File: src/rtl/hazard_ctrl.sv
// Pipeline hazard controller: load-use bubbles, taken-branch flushes and multi-cycle EX stalls.
// Define HAZARD_STATS_EN to add saturating lu/flush/mc event counters.
module hazard_ctrl #(
  parameter int MC_TIMEOUT   = 64,
  parameter int FLUSH_CYCLES = 1
`ifdef HAZARD_STATS_EN
  ,
  parameter int CNT_W        = 16
`endif
) (
  input  logic       clk,
  input  logic       rst,
  input  logic [4:0] id_reg1_raddr,
  input  logic [4:0] id_reg2_raddr,
  input  logic       id_reg1_used,
  input  logic       id_reg2_used,
  input  logic       ex_mem_rena,
  input  logic       ex_reg_wena,
  input  logic [4:0] ex_reg_waddr,
  input  logic       ex_branch_taken,
  input  logic       ex_jump_taken,
  input  logic       ex_mc_start,
  input  logic       ex_mc_done,
  output logic       pc_stall,
  output logic       ifid_stall,
  output logic       idex_hazarded,
  output logic       ex_hold,
  output logic       pipelineFlush,
  output logic       mc_timeout
`ifdef HAZARD_STATS_EN
  ,
  output logic [CNT_W-1:0] lu_cnt,
  output logic [CNT_W-1:0] flush_cnt,
  output logic [CNT_W-1:0] mc_cnt
`endif
);

  localparam int MCW = $clog2(MC_TIMEOUT + 1);
  localparam logic [MCW-1:0] MC_LIMIT     = MCW'(MC_TIMEOUT);
  localparam logic [2:0]     FLUSH_RELOAD = 3'(FLUSH_CYCLES - 1);

  typedef enum logic [1:0] {
    IDLE,
    FLUSH,
    MC_BUSY
  } state_e;

  state_e         state_q, state_d;
  logic [2:0]     flushCnt_q, flushCnt_d;
  logic [MCW-1:0] mcCnt_q, mcCnt_d;
  logic           mcTimeout_q, mcTimeout_d;

  logic rs1Hit, rs2Hit, loadUse, flushReq;
  logic luEvent, flushEvent, mcEvent, mcTimeoutHit;

  assign rs1Hit   = id_reg1_used && (id_reg1_raddr == ex_reg_waddr);
  assign rs2Hit   = id_reg2_used && (id_reg2_raddr == ex_reg_waddr);
  assign loadUse  = ex_mem_rena && ex_reg_wena && (ex_reg_waddr != 5'd0) && (rs1Hit || rs2Hit);
  assign flushReq = ex_branch_taken || ex_jump_taken;

  // Branches are only honoured outside MC_BUSY; the branch cannot share EX with a busy op.
  assign flushEvent   = flushReq && ((state_q == IDLE) || (state_q == FLUSH));
  assign mcEvent      = (state_q == IDLE) && !flushReq && ex_mc_start;
  assign luEvent      = (state_q == IDLE) && !flushReq && !ex_mc_start && loadUse;
  assign mcTimeoutHit = (state_q == MC_BUSY) && !ex_mc_done && (mcCnt_q == MC_LIMIT);

  always_ff @(posedge clk) begin
    if (rst) begin
      state_q     <= IDLE;
      flushCnt_q  <= 3'd0;
      mcCnt_q     <= '0;
      mcTimeout_q <= 1'b0;
    end else begin
      state_q     <= state_d;
      flushCnt_q  <= flushCnt_d;
      mcCnt_q     <= mcCnt_d;
      mcTimeout_q <= mcTimeout_d;
    end
  end

  always_comb begin
    state_d     = state_q;
    flushCnt_d  = flushCnt_q;
    mcCnt_d     = mcCnt_q;
    mcTimeout_d = mcTimeout_q;
    case (state_q)
      IDLE: begin
        if (flushReq) begin
          if (FLUSH_CYCLES > 1) begin
            state_d    = FLUSH;
            flushCnt_d = FLUSH_RELOAD;
          end
        end else if (ex_mc_start) begin
          state_d = MC_BUSY;
          mcCnt_d = MCW'(1);
        end
      end
      FLUSH: begin
        if (flushReq) begin
          flushCnt_d = FLUSH_RELOAD;
        end else if (flushCnt_q <= 3'd1) begin
          state_d    = IDLE;
          flushCnt_d = 3'd0;
        end else begin
          flushCnt_d = flushCnt_q - 3'd1;
        end
      end
      MC_BUSY: begin
        if (ex_mc_done) begin
          state_d = IDLE;
          mcCnt_d = '0;
        end else if (mcTimeoutHit) begin
          state_d     = IDLE;
          mcCnt_d     = '0;
          mcTimeout_d = 1'b1;
        end else begin
          mcCnt_d = mcCnt_q + MCW'(1);
        end
      end
      default: begin
        state_d    = IDLE;
        flushCnt_d = 3'd0;
        mcCnt_d    = '0;
      end
    endcase
  end

  // Mealy decode: the release cycle (done or timeout) already drops the stall.
  always_comb begin
    pc_stall      = 1'b0;
    ifid_stall    = 1'b0;
    idex_hazarded = 1'b0;
    ex_hold       = 1'b0;
    pipelineFlush = 1'b0;
    case (state_q)
      IDLE: begin
        if (flushEvent) begin
          pipelineFlush = 1'b1;
        end else if (mcEvent) begin
          pc_stall   = 1'b1;
          ifid_stall = 1'b1;
          ex_hold    = 1'b1;
        end else if (luEvent) begin
          pc_stall      = 1'b1;
          ifid_stall    = 1'b1;
          idex_hazarded = 1'b1;
        end
      end
      FLUSH: begin
        pipelineFlush = 1'b1;
      end
      MC_BUSY: begin
        if (!ex_mc_done && !mcTimeoutHit) begin
          pc_stall   = 1'b1;
          ifid_stall = 1'b1;
          ex_hold    = 1'b1;
        end
      end
      default: begin
        pc_stall = 1'b0;
      end
    endcase
  end

  assign mc_timeout = mcTimeout_q;

`ifdef HAZARD_STATS_EN
  logic [CNT_W-1:0] luCnt_q, flushCnt2_q, mcCntStat_q;

  always_ff @(posedge clk) begin
    if (rst) begin
      luCnt_q     <= '0;
      flushCnt2_q <= '0;
      mcCntStat_q <= '0;
    end else begin
      if (luEvent && (luCnt_q != '1)) luCnt_q <= luCnt_q + CNT_W'(1);
      if (flushEvent && (flushCnt2_q != '1)) flushCnt2_q <= flushCnt2_q + CNT_W'(1);
      if (mcEvent && (mcCntStat_q != '1)) mcCntStat_q <= mcCntStat_q + CNT_W'(1);
    end
  end

  assign lu_cnt    = luCnt_q;
  assign flush_cnt = flushCnt2_q;
  assign mc_cnt    = mcCntStat_q;
`endif

endmodule

File: config.mk
export PLATFORM = sky130hd
export DESIGN_NAME = hazard_ctrl
export DESIGN_NICKNAME = d
export VERILOG_FILES = /design/src/rtl/hazard_ctrl.sv
export SDC_FILE = /design/constraint.sdc
export NUM_CORES = 1
export LEC_CHECK = 0
export ABC_AREA = 0
export CAP_MARGIN = 0
export CORE_UTILIZATION = 35
export DETAILED_ROUTE_END_ITERATION = 12
export GPL_ROUTABILITY_DRIVEN = 1
export PLACE_DENSITY = 0.74
export SYNTH_ARGS = -nofsm -noshare
export SYNTH_HDL_FRONTEND = slang
export SYNTH_SLANG_ARGS = --single-unit
File: constraint.sdc
create_clock -name clk -period 1.7 [get_ports clk]
set_clock_uncertainty 0.15 [all_clocks]
set_input_delay 0.34 -clock clk [delete_from_list [all_inputs] [get_ports clk]]
set_output_delay 0.34 -clock clk [all_outputs]
set_load 0.05 [all_outputs]
==> flow_summary.yaml, run 1 <==
sta:
  fin_setup_tns_ns: -1.47
  rsz0062_at_grt: "yes"
  worstMarginPinSlew_ns: 0.366
  max-slew-margin-rel: 0.755
  timing.hold.ws_ns: 0.405
  setup_viol: 4
  hold_viol_final: 0
  drv_slew: 0
  fin_crit_sh: 1.25
  max_freq_mhz: 472
  fin_ws_ns: -0.419
  period_minus_slack_ns: 2.12
power_and_ir_drop:
  p_clk_frac: 0.270
  ir_drop_mv: 0.443
  power_density_nw_per_um2: 455
  p_comb_frac: 0.370
  switching_power_uw: 180
  internal_power_uw: 422
  p_leak_nw: 0.547
  pwr-share-seq: 0.360
  p_sw_frac: 0.299
grt:
  antenna_found_initial: 0
  grt_pass1_wl_um: 3340
  first_global_vias: 767
  track_usage: 0.239
  grt_overflow: 0
  grt_start_max_net_pins: 10
routing:
  wl_um: 2180
  vias_per_cell: 4.86
  drt_iter0_drc: 18
  drcViolationCount: 0
  wire_per_inst_um: 13.5
  ant_nets: 0
  vias: 787
  first_pass_iters: 4
synthesis:
  syn-cell-area_sq_um: 638
  yosysSeqAreaShare: 0.282
  avgSynthCellArea_sq_um: 7.78
  netlist_instances: 82
  yosysWarnings: 0
  synth_cell_type_count: 27
  synth_seq_cells: 9
  syn_nets: 109
placed_design:
  place_hpwl_um: 1610
  port-buffer-count: 30
  place_area_sq_um: 1230
  routabilityCongestion: 0.796
hold_path:
  min_path_type: "flip-flop to flip-flop"
layout:
  final_common_cell: "buf_4"
  fin_nets: 165
  final_layout_size_suffix_gt1_frac: 0.504
  area_delta_synth_final_pct: 107
  n_antenna_cell: 0
  final_cell_mix: "22 x buf_4, 10 x nand2_1, 7 x nor2_1"
  design_area_sq_um: 1320
worst_setup_path:
  worstSetupStartpointType: "flip-flop"
  critical_path.endpoint: "pc_stall"
  rrSetupSlack_ns: 0.05
  startpoint: "mcCnt_q[2]"
  r2r_cells: 8
  r2r-end: "mcCnt_q[4]"
  reg2reg_from: "mcCnt_q[0]"
  end_kind: "output pin"
  crit_required_ns: 1.21
  path_max_fanout: 3
  critPathKind: "flip-flop to output pin"
  worstPathArrival_ns: 1.63
die:
  initial_core_util: 0.370
  core-area_sq_um: 1730
  core.rowCount: 15
  chipWidth_um: 44.7
  pin_count: 31
  dieArea_sq_um: 2000
  die_height_um: 44.7
status:
  violations: "setup timing"
  outcome: "complete, but fails checks"
clock_network:
  cts_tree: "yes"
  insertion_delay_ns: 0.26
  htreeDepth: 1
  hold_buffers: 0
  cts_made_buffers: 3
  cts_sinks: 9
  cts.path.max_buffers: 2
  clk_pin_slew_ns: 0.06
  cts-root-buf: "clkbuf_4"
job:
  max_cap_viol_count: 0
synthesized netlist by cell type:
cell      count  share of area
a211oi_4      1          0.031
a21oi_1       5          0.039
a221oi_1      1          0.014
a22oi_1       1          0.012
a31oi_1       3          0.029
a32oi_1       1          0.014
a41oi_1       1          0.014
and2_0        1         0.0098
buf_1         1         0.0059
buf_4         1          0.012
dfxtp_1       9           0.28
ha_1          2          0.039
inv_1         5          0.029
nand2_1      10          0.059
nand3_1       5          0.039
nor2_1        8          0.047
nor2b_1       3          0.029
nor3_1        3          0.024
nor4_1        2          0.020
nor4b_4       1          0.037
o21a_1        2          0.024
o21ai_0       1         0.0078
o21ai_1       3          0.024
or3_1         1         0.0098
or4_1         1          0.012
xnor2_1       2          0.027
xor2_1        8           0.11
sequential cells by signal, summed over array words and instances (netlist names):
signal and flops:
mcCnt_q 7, mc_timeout 1, state_q 1
timing repair:
item                       4_1_cts  5_1_grt
gates resized for setup         61       11
buffers inserted                 3        1
setup endpoints to repair        5        6
pin swaps                       17        8
stage by stage:
| step | worst slack, ns | cells | utilization | total power [mW] |
|---|---|---|---|---|
| after floorplan | -0.382 | 82 | - | 0.302 |
| after global placement | -0.719 | 154 | 0.710 | 0.424 |
| after detailed placement | -0.850 | 154 | 0.710 | 0.428 |
| after CTS | -0.428 | 161 | 0.744 | 0.595 |
| after global routing | -0.490 | 162 | 0.766 | 0.637 |
| final | -0.419 | 162 | 0.766 | 0.602 |
worst min path at each step:
stage	start	end	slack, ns	cells after the start
6_report	mc_timeout	mc_timeout	0.41	2
3_3_place_gp	mc_timeout	mc_timeout	0.38	2
4_1_cts	mc_timeout	mc_timeout	0.42	2
3_5_place_dp	mc_timeout	mc_timeout	0.40	2
5_1_grt	mcCnt_q[0]	mcCnt_q[0]	0.45	3
2_1_floorplan	mcCnt_q[6]	mcCnt_q[6]	0.31	2
worst max-delay path, cell delays in order (launching register included):
cell and delay, ns:
dfxtp_2 0.33, nor4b_4 0.37, a211oi_4 0.12, a31oi_4 0.25, o21ai_4 0.12, buf_12 0.16
power groups by stage:
stage	sequential, mW	clock (mW)	combinational [mW]
2_1_floorplan	0.222	0	0.0806
3_3_place_gp	0.221	0	0.203
3_5_place_dp	0.221	0	0.207
4_1_cts	0.217	0.169	0.209
5_1_grt	0.217	0.185	0.235
6_report	0.217	0.163	0.222
area by class of cell:
type | instances | area (sq um)
Clock buffer | 4 | 26.3
Fill cell | 113 | 404
Inverter | 5 | 21.3
Multi-Input combinational cell | 66 | 557
Sequential cell | 9 | 185
Tap cell | 25 | 31.3
Timing Repair Buffer | 53 | 502
metal layers:
metal | track usage | routed length, um | vias to the layer above
met1 | 0.276 | 895 | 367
met2 | 0.432 | 1180 | 15
met4 | 0.0909 | 40 | 0
li1 | - | - | 398
met3 | 0.0480 | 65 | 7
met5 | 0 | 0 | -
logic make-up after synthesis:
| family | after synthesis | share of synthesized area |
|---|---|---|
| buf+inv | 7 | 0.0471 |
| fa+ha+maj | 2 | 0.0392 |
| compound gates | 19 | 0.208 |
| xor+xnor | 10 | 0.137 |
| flops | 9 | 0.282 |
| simple gates | 35 | 0.286 |
No activity file was read; power rests on OpenSTA's default activity.
==> run 2: changes to the inputs <==
--- a/config.mk
+++ b/config.mk
@@ -7,10 +7,11 @@
 export LEC_CHECK = 0
 export ABC_AREA = 0
 export CAP_MARGIN = 0
-export CORE_UTILIZATION = 35
+export CORE_UTILIZATION = 45
+export CTS_CLUSTER_DIAMETER = 60
 export DETAILED_ROUTE_END_ITERATION = 12
+export DONT_BUFFER_PORTS = 1
 export GPL_ROUTABILITY_DRIVEN = 1
-export PLACE_DENSITY = 0.74
 export SYNTH_ARGS = -nofsm -noshare
 export SYNTH_HDL_FRONTEND = slang
 export SYNTH_SLANG_ARGS = --single-unit
==> flow_summary.yaml, run 2 (synthesis gave the netlist of run 1 again) <==
worst_setup_path:
  critPathKind: "flip-flop to output pin"
  reg2reg_from: "mcCnt_q[1]"
  crit_required_ns: 1.21
  worstPathArrival_ns: 1.52
  path_max_fanout: 2
  worstSetupStartpointType: "flip-flop"
  startpoint: "mcCnt_q[1]"
  end_kind: "output pin"
grt:
  grt_pass1_wl_um: 2370
  grt_start_max_net_pins: 10
  track_usage: 0.232
  antenna_found_initial: 0
  first_global_vias: 596
  grt_overflow: 0
routing:
  wl_um: 1560
  ant_nets: 0
  drt_iter0_drc: 15
  wire_per_inst_um: 13.1
  drcViolationCount: 0
  wl_met1_um: 675
  vias_per_cell: 5.49
  met3_wirelength_um: 89
  top_layer: "met4"
  vias: 653
  first_pass_iters: 4
  wl_met2_um: 785
sta:
  max_freq_mhz: 498
  fin_ws_ns: -0.309
  worstMarginPinSlew_ns: 0.516
  drv_slew: 0
  rsz0062_at_grt: "yes"
  fin_crit_sh: 1.18
  hold_viol_final: 0
  period_minus_slack_ns: 2.01
  max-slew-margin-rel: 0.655
  setup_viol: 4
layout:
  n_fill_cell: 111
  n_antenna_cell: 0
  final_layout_size_suffix_gt1_frac: 0.385
  largest_reg_flops: 7
  fin_nets: 132
  largest_register: "mcCnt_q"
  area_delta_synth_final_pct: 47.1
  final_common_cell: "buf_4"
  final_cell_mix: "17 x buf_4, 10 x nand2_1, 8 x xor2_1"
  final_cell_count_no_fill: 119
clock_network:
  cts_made_buffers: 3
  cts.path.max_buffers: 2
  htreeDepth: 1
  clk_pin_slew_ns: 0.06
  cts_sinks: 9
  cts-root-buf: "clkbuf_4"
  cts_tree: "yes"
  insertion_delay_ns: 0.26
die:
  core.rowCount: 13
  chipWidth_um: 39.7
  core-area_sq_um: 1320
  die_height_um: 39.7
  dieArea_sq_um: 1570
  pin_count: 31
  initial_core_util: 0.484
hold_path:
  hp-start: "ex_mc_done"
  min_path_type: "input port to flip-flop"
power_and_ir_drop:
  p_leak_nw: 0.365
  ir_drop_mv: 0.363
  power_density_nw_per_um2: 542
  fin_total_pwr_uw: 508
placed_design:
  dp.cells: 114
  port-buffer-count: 0
  routabilityCongestion: 0.698
  place_hpwl_um: 1230
  place_ws_ns: -0.239
status:
  outcome: "complete, but fails checks"
  violations: "setup timing"
job:
  max_cap_viol_count: 0
-- run 2: path summary, 6_finish.rpt --
path                                    to  slack (ns)  cells after the start
worst max register to register  mcCnt_q[4]        0.11                      7
worst max-delay path            ifid_stall       -0.31                      7
worst min-delay path            mcCnt_q[0]        0.14                      3
worst min register to register  mcCnt_q[0]        0.43                      3
-- run 2: cell type report --
class	count	area (sq um)	area share
clock buffers	4	26.3	0.0280
inverters	5	26.3	0.0280
multi-input cells	66	505	0.539
flip-flops and latches	9	184	0.196
well taps	15	18.8	0.0200
repair buffers	20	178	0.189
-- run 2: per-stage QoR --
stage               utilization  hold WS (ns)  cell area [sq um]  setup TNS, ns
floorplan                     -         0.314                707         -0.815
global placement          0.667         0.258                878         -0.734
detailed placement        0.667         0.260                878         -0.751
CTS                       0.716         0.145                943          -1.08
global route              0.712         0.147                938          -1.36
finish                    0.712         0.143                938          -1.06
-- run 2: critical path: stages, from the launching register on --
cell      delay (ns)
dfxtp_2         0.33
inv_2           0.03
ha_2            0.17
nor2b_4         0.13
a211oi_4        0.26
a31oi_4         0.07
o21ai_4         0.08
buf_12          0.19
-- run 2: routing by layer --
layer / vias up / GRT usage
li1: 333 / -
met1: 292 / 0.259
met2: 26 / 0.410
met3: 2 / 0.0852
met4: 0 / 0.0517
met5: - / 0
-- run 2: what timing repair did --
item	in CTS	in global routing
endpoints found under the hold margin	9	0
setup endpoints to repair	4	7
hold buffers	1	0
pin swaps	6	2
setup buffers	1	0
gates resized for setup	5	1
-- run 2: power by group --
| group | internal [mW] | switching, mW |
|---|---|---|
| Combinational | 0.0562 | 0.0661 |
| Clock | 0.0907 | 0.0786 |
| Sequential | 0.214 | 0.00245 |
==> RTL change 1: new RTL, config.mk and constraints of run 1 <==
Build with the macro `HAZARD_STATS_EN` defined.
--- a/src/rtl/hazard_ctrl.sv
+++ b/src/rtl/hazard_ctrl.sv
@@ -2,2 +2,4 @@
 // Define HAZARD_STATS_EN to add saturating lu/flush/mc event counters.
+`define HAZARD_STATS_EN
+
 module hazard_ctrl #(
Function (old outputs only; new: flush_cnt, lu_cnt and mc_cnt): kept (Yosys induction, for registers that start in step).
==> RTL change 1 against run 1 <==
  * The flow still finishes with violations (negative setup slack)
  * Global-route usage shrank 0.36 points
  * Sequential cell count grew 48
  * Final cell count grew to 4.2 times the old value
  * Design area grew to 5.0 times the old value
  * Power grew to 4.9 times the old value
  * Area after synthesis grew to 4.8 times the old value
  * Setup slack lost 0.059 ns
  * Routed wire length grew to 5.4 times the old value
  * Critical endpoint unchanged
  * Largest cell class unchanged
  * Largest power group is now registers
  * Highest routed layer unchanged
==> RTL change 1: results (changes against run 1) <==
| Metric | Value |
|---|---|
| Worst Path Max Fanout | `3 (unchanged)` |
| Share of cells above drive strength 1 | `63.0% (+13 points)` |
| Syn_area_per_cell | `8.37 sq um (+7.6%)` |
| Worst-case reg-to-reg path depth | `8 (unchanged)` |
| Outcome | `complete, but fails checks` |
| N_diodes | `0 (unchanged)` |
| Drt total wl | `11700 um (+440%)` |
| Post-synth top cells | `dfxtp_1, nor2_1, xnor2_1` |
| Clock transition at the registers of the reported paths | `0.07 ns` |
| R2R setup slack | `-0.44 ns (-0.49 ns)` |
| Failing checks | `negative setup slack` |
| Inst Count DP | `636 (+310%)` |
| DRC | `0 (unchanged)` |
| First-pass detailed-route iteration total | `4 (unchanged)` |
| Maximum clock path buffer count | `2 (unchanged)` |
| Net Sw Frac | `27.2% (-2.6 points)` |
| Hold Crit Class | `in -> reg` |
| Seq/Total Area, Yosys | `37.5% (+9.2 points)` |
| Antenna violations before repair | `0 (unchanged)` |
| GR Util All Layers | `23.5% (-0.36 points)` |
| Final Setup Violations | `48 (+44)` |
| CTS HTree Levels | `3 (+2)` |
| Setup WS pre-CTS | `-0.986 ns (-0.136 ns)` |
| RR Startpoint | `lu_cnt[1]$_SDFFE_PP0P_` |
| Largest net degree at the start of global routing | `31 (+21)` |
| Final nets | `604 (+270%)` |
| Vias per cell | `5.30 (+9.2%)` |
| Worst-Margin Slew | `0.528 ns (+0.162 ns)` |
| RD Place Congestion | `0.862 (+8.3%)` |
| Worst skew pair latency | `0.34 ns (+0.08 ns)` |
| Hold EP | `lu_cnt[8]$_SDFFE_PP0P_` |
| P_leak | `0.00254 uW (+360%)` |
| Max IR drop VDD | `0.378 mV (-15%)` |
| First-pass GRT wire length | `16600 um (+400%)` |
| FF-to-FF End | `lu_cnt[15]$_SDFFE_PP0P_` |
| WL/cell | `17.1 um (+27%)` |
| Starting DRC count in detailed routing | `91 (+73)` |
| Asr flop ratio synth | `0% (unchanged)` |
| Final WS setup | `-0.479 ns (-0.0592 ns)` |
| Syn nets | `394 (+260%)` |
| Number of global-route vias before repair | `3618 (+370%)` |
| Distinct cells, synth | `49 (+81%)` |
| Synth Warn # | `0 (unchanged)` |
| DP Area | `0.00565 sq mm (+360%)` |
| Port Buffers | `78 (+160%)` |
| HPWL Detailed | `7000 um (+330%)` |
| Hold Startpoint | `rst` |
| Clock Root Buffer | `clkbuf_8` |
| Top cells by area, synth | `dfxtp_1, xnor2_1, nor2_1` |
| WHS Path Cells | `2 (unchanged)` |
| CTS Buf Count | `9 (+6)` |
RTL change 1: cell count changes after synthesis, sizes merged, moves of 11 or more:
cell	run 1	this run
dfxtp	9	57
a21oi	5	21
xnor2	2	25
or4	1	12
nand4	0	13
a211oi	1	12
nor2	8	51
nand3	5	18
RTL change 1: power by group through the flow:
stage | registers (uW) | logic [uW] | clock network, uW
floorplan | 1370 | 137 | 0
global placement | 1330 | 357 | 0
detailed placement | 1330 | 365 | 0
CTS | 1300 | 393 | 1240
global route | 1300 | 455 | 1320
finish | 1300 | 430 | 1220
RTL change 1: logic make-up (layout without fill, tap and decap cells):
logic type      count (synthesis)  count (layout)  synth area share, %
simple gates                  160             160                 27.5
compound gates                 65              65                 15.0
flops                          57              57                 37.5
xor+xnor                       41              41                 11.8
buf+inv                        29             244                 3.78
mux                             7               7                 2.46
fa+ha+maj                       5               5                 2.05
RTL change 1: routing by layer:
layer  track usage (%)  wire length [um]  vias up
met5                 0                 0        -
met4              9.85               189        0
met3              5.10               357       18
met2              42.7              6450       95
met1              26.3              4670     1772
li1                  -                 -     1742
RTL change 1: worst max path at each step:
| stage | slack [ns] | start | end | cells after the start |
|---|---|---|---|---|
| global placement | -0.88 | ex_reg_waddr[1] | lu_cnt[3]$_SDFFE_PP0P_ | 7 |
| global route | -0.57 | mcCnt_q[4]$_SDFFE_PP0P_ | pc_stall | 6 |
| detailed placement | -0.99 | ex_reg_waddr[1] | lu_cnt[3]$_SDFFE_PP0P_ | 7 |
| finish | -0.48 | mcCnt_q[4]$_SDFFE_PP0P_ | pc_stall | 6 |
| floorplan | -0.44 | ex_reg_waddr[1] | pc_stall | 7 |
| CTS | -0.53 | mcCnt_q[4]$_SDFFE_PP0P_ | pc_stall | 6 |
RTL change 1: timing repair:
action                     in CTS  in global routing
gates cloned                    2                  0
resized for setup             101                 69
setup endpoints to repair      47                 52
buffers inserted               11                 21
pin swaps                      42                 48
RTL change 1: through the flow:
stage                     setup TNS, ns  hold WS, ns
after global routing             -15.89        0.322
after CTS                         -9.99        0.269
after floorplan                   -7.98        0.326
final                            -12.96        0.318
after detailed placement         -36.36        0.328
after global placement           -34.43        0.317
RTL change 1: layout make-up:
| type | count | area, sq um |
|---|---|---|
| clock buffer | 11 | 163 |
| timing repair buffer | 213 | 2460 |
| multi-input combinational | 278 | 2470 |
| clock inverter | 5 | 27.5 |
| inverter | 15 | 65.1 |
| fill | 495 | 1720 |
| tap | 105 | 131 |
| sequential | 57 | 1300 |
RTL change 1: critical path, stage by stage (launching register included):
cell and delay, ns:
dfxtp_2 0.34, nor4_4 0.26, buf_4 0.15, a311o_1 0.17
and2_4 0.21, nand2_8 0.06, buf_8 0.15
==> RTL change 2: new RTL, settings of run 1 <==
Made on the original files. Register the output `mc_timeout` once more, cleared by the reset; this adds one clock of latency there. The other outputs are not delayed to match.
--- a/src/rtl/hazard_ctrl.sv
+++ b/src/rtl/hazard_ctrl.sv
@@ -164,3 +164,9 @@
 
-  assign mc_timeout = mcTimeout_q;
+  always_ff @(posedge clk) begin
+    if (rst) begin
+      mc_timeout <= '0;
+    end else begin
+      mc_timeout <= mcTimeout_q;
+    end
+  end
 
Check against the original RTL: same outputs for any inputs over 10 cycles, from zero or initial values and one cycle with rst high; that may be too few to reach the edited logic, so the function may still have changed.
==> RTL change 2 against run 1 <==
  * The run still ends with negative setup slack left
  * Fmax fell by 5.8%
  * Setup slack lost 0.13 ns
  * Power grew 4.4%
  * Count of clock-buffer cells in the layout decreased by 1
  * Final cell count shrank 1.2%
  * Sequential cell count rose by 1
  * Critical path type unchanged
  * Area after synthesis grew 4.3%
  * Design area rose by 6.2%
  * Routed wire length rose by 2.9%
==> RTL change 2: results (changes against run 1) <==
| Metric | Value |
|---|---|
| Worst-case reg-to-reg path depth | `13 (+5)` |
| CP endpoint | `pc_stall` |
| Met2 WL | `1290 um (+9.4%)` |
| Outcome | `complete, but fails checks` |
| HPWL Detailed | `1510 um (-6.2%)` |
| Clock transition at the registers of the reported paths | `0.07 ns` |
| Post-synth top cells | `dfxtp_1, xor2_1, a21oi_1, nand2_1, nor2_1` |
| Distinct cells, synth | `31 (+15%)` |
| Number of global-route vias before repair | `817 (+6.5%)` |
| Net Sw Frac | `31.0% (+1.1 points)` |
| Seq cells | `10 (+1)` |
| Syn nets | `108 (-0.92%)` |
| Largest net degree at the start of global routing | `11 (+1)` |
| Max incr delay on CP | `0.36 ns` |
| Hold EP | `mcTimeout_q$_SDFFE_PP0P_` |
| RD Place Congestion | `0.816 (+2.6%)` |
| Final WS setup | `-0.549 ns (-0.129 ns)` |
| Switch Pwr | `195 uW (+8.3%)` |
| NonClk Buf Share | `35.6% (-2.3 points)` |
| Final Setup Violations | `6 (+2)` |
| GR Layer Usage met2 | `44.3% (+1.1 points)` |
| Hold Startpoint | `mcTimeout_q$_SDFFE_PP0P_` |
| Sequential cell area | `203 sq um (+9.5%)` |
| Setup WS pre-CTS | `-0.796 ns (+0.0539 ns)` |
| WL/cell | `14.0 um (+4.2%)` |
| Max IR drop VDD | `0.334 mV (-25%)` |
| Final nets | `164 (-0.61%)` |
| DP Area | `0.00117 sq mm (-4.9%)` |
| Area of the multi-input gates | `631 sq um (+13%)` |
| GR Util All Layers | `24.7% (+0.82 points)` |
| Worst-Margin Slew | `0.419 ns (+0.0534 ns)` |
| DR WL met3 | `130 um (+100%)` |
| Share of cells above drive strength 1 | `54.8% (+4.4 points)` |
| Crit path arrival time | `1.76 ns (+0.13 ns)` |
| Failing checks | `negative setup slack` |
| Clock-cell share | `1.60% (-0.38 points)` |
| Starting DRC count in detailed routing | `15 (-3)` |
| FF-to-FF End | `mcCnt_q[0]$_SDFFE_PP0P_` |
| First-pass GRT wire length | `3590 um (+7.5%)` |
| Crit-path slowest cell | `o31a_4` |
| Invs w/o clock | `4 (-1)` |
| Seq/Total Area, Yosys | `30.1% (+1.8 points)` |
| M3 GR Usage | `4.37% (-0.43 points)` |
| Vias | `832 (+5.7%)` |
[RTL change 2: cell count changes after synthesis, moves of 2 or more]
cell / before / now
a31oi_1: 3 / 1
o21ai_0: 1 / 3
and2b_1: 0 / 2
nand2_1: 10 / 6
nor2_1: 8 / 6
o21ai_1: 3 / 1
a211oi_1: 0 / 2
[RTL change 2: kinds of logic after synthesis]
family	synth area share (%)
DFF	30.1
AOI/OAI and AO/OA	23.9
buffers and inverters	3.95
and+or+nand+nor	25.2
adders and majority gates	3.76
xor gates and xnor gates	13.2
[RTL change 2: stage by stage]
stage	hold WS, ns	utilization [%]	TNS, ns	std cells
global route	0.345	80.5	-3.02	160
finish	0.321	80.5	-2.52	160
CTS	0.321	75.4	-2.67	159
floorplan	0.279	-	-0.938	81
global placement	0.298	66.8	-3.12	149
detailed placement	0.308	66.8	-3.46	149
[RTL change 2: repair_timing]
action                                  in CTS  in global routing
pin swaps                                   16                 10
resized for setup                           78                 23
setup buffers                                7                  7
endpoints found under the setup margin       6                 10
hold endpoints to repair                     0                  0
